==> config.mk <==
export PLATFORM = sky130hd
export DESIGN_NAME = alu_operand_stage
export DESIGN_NICKNAME = d
export VERILOG_FILES = /design/src/rtl/alu_operand_stage.sv
export SDC_FILE = /design/constraint.sdc
export NUM_CORES = 1
export LEC_CHECK = 0
export CORE_MARGIN = 4
export CORE_UTILIZATION = 50
export CTS_BUF_LIST = sky130_fd_sc_hd__clkbuf_8
export DETAILED_ROUTE_END_ITERATION = 8
export DONT_BUFFER_PORTS = 1
export PLACE_DENSITY = 0.62
export SYNTH_ARGS = -nofsm -noshare
export SYNTH_HDL_FRONTEND = slang
export SYNTH_SLANG_ARGS = --single-unit
==> constraint.sdc <==
create_clock -name clk -period 2.74 [get_ports clk]
set_input_delay 0.274 -clock clk [delete_from_list [all_inputs] [get_ports clk]]
set_output_delay 0.274 -clock clk [all_outputs]
set_load 0.02 [all_outputs]
==> src/rtl/alu_operand_stage.sv <==
// alu_operand_stage: decode-to-execute stage feeding the ALU lhs/rhs/func inputs.
//
// Resolves each source operand at acceptance time. x0 always reads zero. When
// FORWARDING_EN is defined, EX/MEM and WB results are forwarded: EX/MEM wins over
// WB, and WB wins over the register-file data. Only then is the operand select
// applied (rs1/PC, rs2/imm). The resolved set is held in a two-entry skid buffer:
// MAIN drives out_*, and SKID absorbs one set when the ALU stalls.
//
// Build option:
//   FORWARDING_EN  defined   -> forwarding network active
//                  undefined -> exm_* / wb_* ignored, operands from in_rsN_data only
//
// Ports:
//   clk, rst_n                 clock, asynchronous active-low reset
//   flush                      synchronous kill of MAIN and SKID
//   in_valid / in_ready        upstream handshake (in_ready is !skid_valid, from state)
//   in_rs1_addr/data, in_rs2_addr/data, in_pc, in_imm, in_func, in_lhs_sel, in_rhs_sel
//   exm_wr_en/addr/data        EX/MEM write-back bus
//   wb_wr_en/addr/data         WB write-back bus
//   out_valid / out_ready      ALU-side handshake
//   out_lhs, out_rhs, out_func operand set toward the ALU
module alu_operand_stage #(
  parameter int unsigned XLEN   = 32,
  parameter int unsigned FUNC_W = 4,
  parameter int unsigned REG_AW = 5
) (
  input  logic              clk,
  input  logic              rst_n,
  input  logic              flush,
  input  logic              in_valid,
  output logic              in_ready,
  input  logic [REG_AW-1:0] in_rs1_addr,
  input  logic [REG_AW-1:0] in_rs2_addr,
  input  logic [XLEN-1:0]   in_rs1_data,
  input  logic [XLEN-1:0]   in_rs2_data,
  input  logic [XLEN-1:0]   in_pc,
  input  logic [XLEN-1:0]   in_imm,
  input  logic [FUNC_W-1:0] in_func,
  input  logic              in_lhs_sel,
  input  logic              in_rhs_sel,
  input  logic              exm_wr_en,
  input  logic [REG_AW-1:0] exm_wr_addr,
  input  logic [XLEN-1:0]   exm_wr_data,
  input  logic              wb_wr_en,
  input  logic [REG_AW-1:0] wb_wr_addr,
  input  logic [XLEN-1:0]   wb_wr_data,
  output logic              out_valid,
  input  logic              out_ready,
  output logic [XLEN-1:0]   out_lhs,
  output logic [XLEN-1:0]   out_rhs,
  output logic [FUNC_W-1:0] out_func
);

  localparam int unsigned EntryW = 2 * XLEN + FUNC_W;

  localparam logic [1:0] StEmpty = 2'd0;
  localparam logic [1:0] StFull  = 2'd1;
  localparam logic [1:0] StSkid  = 2'd2;

  logic [1:0]        state_q, state_d;
  logic [EntryW-1:0] main_q, skid_q;
  logic [EntryW-1:0] new_entry;
  logic [XLEN-1:0]   rs1_val, rs2_val;
  logic              accept, pop;
  logic              main_load, main_from_skid, skid_load;

  // Operand resolution
`ifdef FORWARDING_EN
  logic exm_hit1, exm_hit2, wb_hit1, wb_hit2;
  assign exm_hit1 = exm_wr_en && (exm_wr_addr == in_rs1_addr);
  assign exm_hit2 = exm_wr_en && (exm_wr_addr == in_rs2_addr);
  assign wb_hit1  = wb_wr_en && (wb_wr_addr == in_rs1_addr);
  assign wb_hit2  = wb_wr_en && (wb_wr_addr == in_rs2_addr);
`else
  logic fwd_unused;
  assign fwd_unused = ^{exm_wr_en, exm_wr_addr, exm_wr_data, wb_wr_en, wb_wr_addr, wb_wr_data};
`endif

  always_comb begin
    rs1_val = in_rs1_data;
    rs2_val = in_rs2_data;
`ifdef FORWARDING_EN
    // Later assignments take priority: EX/MEM overrides WB.
    if (wb_hit1)  rs1_val = wb_wr_data;
    if (wb_hit2)  rs2_val = wb_wr_data;
    if (exm_hit1) rs1_val = exm_wr_data;
    if (exm_hit2) rs2_val = exm_wr_data;
`endif
    // x0 is hard-wired zero and overrides any forwarded value.
    if (in_rs1_addr == '0) rs1_val = '0;
    if (in_rs2_addr == '0) rs2_val = '0;
  end

  assign new_entry = {(in_lhs_sel ? in_pc : rs1_val), (in_rhs_sel ? in_imm : rs2_val), in_func};

  // Handshakes
  assign in_ready  = (state_q != StSkid);
  assign out_valid = (state_q != StEmpty);
  assign accept    = in_valid && in_ready;
  assign pop       = out_valid && out_ready;

  always_comb begin
    state_d        = state_q;
    main_load      = 1'b0;
    main_from_skid = 1'b0;
    skid_load      = 1'b0;
    case (state_q)
      StEmpty: begin
        if (accept) begin
          state_d   = StFull;
          main_load = 1'b1;
        end
      end
      StFull: begin
        if (accept && pop) begin
          main_load = 1'b1;
        end else if (accept) begin
          state_d   = StSkid;
          skid_load = 1'b1;
        end else if (pop) begin
          state_d = StEmpty;
        end
      end
      StSkid: begin
        if (pop) begin
          state_d        = StFull;
          main_load      = 1'b1;
          main_from_skid = 1'b1;
        end
      end
      default: state_d = StEmpty;
    endcase
    // Flush wins over any concurrent acceptance; a concurrent pop has already happened.
    if (flush) begin
      state_d   = StEmpty;
      main_load = 1'b0;
      skid_load = 1'b0;
    end
  end

  always_ff @(posedge clk or negedge rst_n) begin
    if (!rst_n) begin
      state_q <= StEmpty;
      main_q  <= '0;
      skid_q  <= '0;
    end else begin
      state_q <= state_d;
      if (main_load) main_q <= main_from_skid ? skid_q : new_entry;
      if (skid_load) skid_q <= new_entry;
    end
  end

  assign out_lhs  = main_q[EntryW-1 -: XLEN];
  assign out_rhs  = main_q[FUNC_W +: XLEN];
  assign out_func = main_q[FUNC_W-1:0];

endmodule

==> metrics.yaml <==
clock_network:
  post_cts_buffers: 0
  clkSlewWorstSetupHoldPaths_ns: 0.07
  root_buffer: "clkbuf_8"
  cts.sinks: 138
  clock_path_buffers: 2
  cts_hold_buf: 7
  cts_made_buffers: 17
  cts_resized: 0
  cts_tree: "done"
  htreeDepth: 4
  clk_latency_ns: 0.45
setup_path:
  worstPathMaxFanout: 22
  required_ns: 3.05
  arrival_ns: 2.70
  path_cells: "inv_2, buf_4, o21ai_0, a21oi_4, buf_4, o32ai_1"
  startpoint_type: "register"
  crit_path_top_delay_cell: "a21oi_4"
  cp-end-kind: "register"
  worst_path_largest_cell_delay_ns: 0.68
  cp_common_cell: "buf_4"
  path_class: "reg2reg"
sta:
  slew_headroom_pct: 44.3
  fin_skew_ns: 0.0114
  timing.fmax_mhz: 418
  hold_ws_ns: -0.471
  setup-violations-final: 0
  tns_ns: 0
  rsz0062_at_grt: "no"
  worst_pin_slew_ns: 0.832
  slew_viol_final: 0
  fin_crit_ns: 2.39
  hold_viol: 138
  post-route-period-util_pct: 87.3
layout:
  fillCellCount: 1208
  final_common_cell: "dfrtp_1"
  fin_nets: 886
  syn_to_final_growth_pct: 8.60
  final_cell_mix: "138 x dfrtp_1, 66 x a21oi_1, 66 x inv_1"
  num_antenna_cells: 0
  drive_gt1_share_pct: 19.5
run_status:
  failed_checks: "hold timing"
  outcome: "finished, violations left"
logic_synthesis:
  syn_avg_cell_area_um2: 10.5
  synth_cell_types: 28
  netlist_instances: 690
  synth-seq-cells: 138
  ys_seq_area_share_pct: 47.8
  netlist_area_mm2: 0.00723
  yosysWarnings: 0
  synth_nets: 915
hold_path:
  min_path_type: "in2async"
global_routing:
  grtUsageTotal_pct: 23.4
  antenna_found_initial: 0
  grt_pass1_vias: 5875
  grt_pass1_wl_um: 30500
  grt_max_degree: 139
  grt.overflow.total: 0
pwr:
  power.density_mw_per_mm2: 752
  total_power_mw: 5.90
  pwr-share-seq_pct: 53.1
  combPwrFrac_pct: 17.5
  sw_frac_of_total_pct: 30.8
  switching_power_mw: 1.82
  vdd_drop_max_v: 0.000294
  p_leak_nw: 3.60
  intPower_mw: 4.09
  clkPwrFrac_pct: 29.4
drt:
  first_pass_iters: 5
  route.detailed.drc: 0
  via_per_inst: 6.50
  ant_nets: 0
  drt-initial-drc-count: 445
  routed_wl_um: 19200
  wl_per_cell_um: 22.5
  vias: 5534
run:
  cap_violations: 0
floorplan:
  fp.coreArea_mm2: 0.0140
  rows: 43
  fp.dieH_um: 128
  die_w_um: 128
  initial_core_util_pct: 51.5
  die_area_mm2: 0.0164
  num_io_pins: 295
placement:
  io_buffers: 0
  hpwlAfterDp_um: 11600
  gp_congestion: 0.804
-- layout make-up --
cell class	count	area (um2)	share of cell area, %
clock buffer	21	289	3.68
clock inverter	9	123	1.56
sequential	138	3450	44.0
timing repair buffer	22	250	3.19
tap	180	225	2.87
inverter	65	244	3.11
multi-input combinational	417	3270	41.6
-- final timing paths --
kind / cells past startpoint / start / endpoint / slack [ns]
max reg2reg: 6 / state_q[0] / main_q[20] / 0.35
max in group asynchronous: 0 / rst_n / skid_q[34] / 3.00
max: 6 / state_q[0] / main_q[20] / 0.35
min: 0 / rst_n / skid_q[1] / -0.47
min in group clk: 2 / in_func[2] / main_q[2] / 0.11
min reg2reg: 1 / skid_q[36] / skid_q[36] / 0.50
-- kinds of logic (layout without fill, tap and decap cells) --
family                 Yosys count  count (layout)  synth area share (%)
multiplexers                   140             140                  21.7
AND/OR/NAND/NOR                 79              79                  4.62
flip-flops                     138             138                  47.8
AO/OA/AOI/OAI                  198             198                  18.2
buffers and inverters          135             117                  7.72
-- synth_stat cells, drive strengths merged --
cell type / n / share of area, %
dfrtp: 138 / 48
mux2: 76 / 13
a21oi: 67 / 4.6
nor2: 66 / 3.4
inv: 65 / 3.4
a31oi: 64 / 5.5
mux2i: 64 / 8.9
o32ai: 64 / 7.8
clkbuf: 44 / 2.3
buf: 26 / 2.1
nand2: 2 / 0.10
nor4: 2 / 0.26
o21ai: 2 / 0.14
or2: 2 / 0.17
a211oi: 1 / 0.10
and2: 1 / 0.087
and3: 1 / 0.087
nand2b: 1 / 0.087
nand3b: 1 / 0.10
nor2b: 1 / 0.087
nor3b: 1 / 0.10
or4: 1 / 0.10
-- sequential cells by signal, summed over array words and instances, names as in the netlist --
register  count
main_q       68
skid_q       68
state_q       2
-- critical path, delay by kind of cell, from the launching register on --
family                 cells  cell delay [ns]
AO/OA/AOI/OAI              3             1.03
flip-flops                 1             0.46
buffers and inverters      3             0.74
-- metrics by stage --
step                      util (%)  worst slack [ns]  area (um2)  hold WS, ns  cells
after detailed placement      52.4             0.371        7350      -0.0166    815
final                         55.9             0.347        7850       -0.471    852
after floorplan                  -             0.964        7230      -0.0216    690
after global placement        52.4             0.383        7350      -0.0160    815
after global routing          55.9             0.254        7850       -0.518    852
after CTS                     55.9             0.370        7850       -0.512    852
-- power by group through the flow --
stage               clock [mW]  sequential (mW)  combinational (mW)
finish                    1.74             3.14                1.03
global route              1.87             3.19                1.14
floorplan                    0             3.05               0.857
detailed placement           0             3.17               0.999
global placement             0             3.14               0.955
CTS                       1.79             3.13                1.04
-- metal layers --
layer	part of all wire [%]	global-route usage [%]	vias up
met4	2.4	10.4	0
met5	0	0	-
li1	-	-	2452
met1	41	29.1	2779
met3	7.5	6.46	29
met2	49	38.1	274
Power figures use the tool's default switching activity.
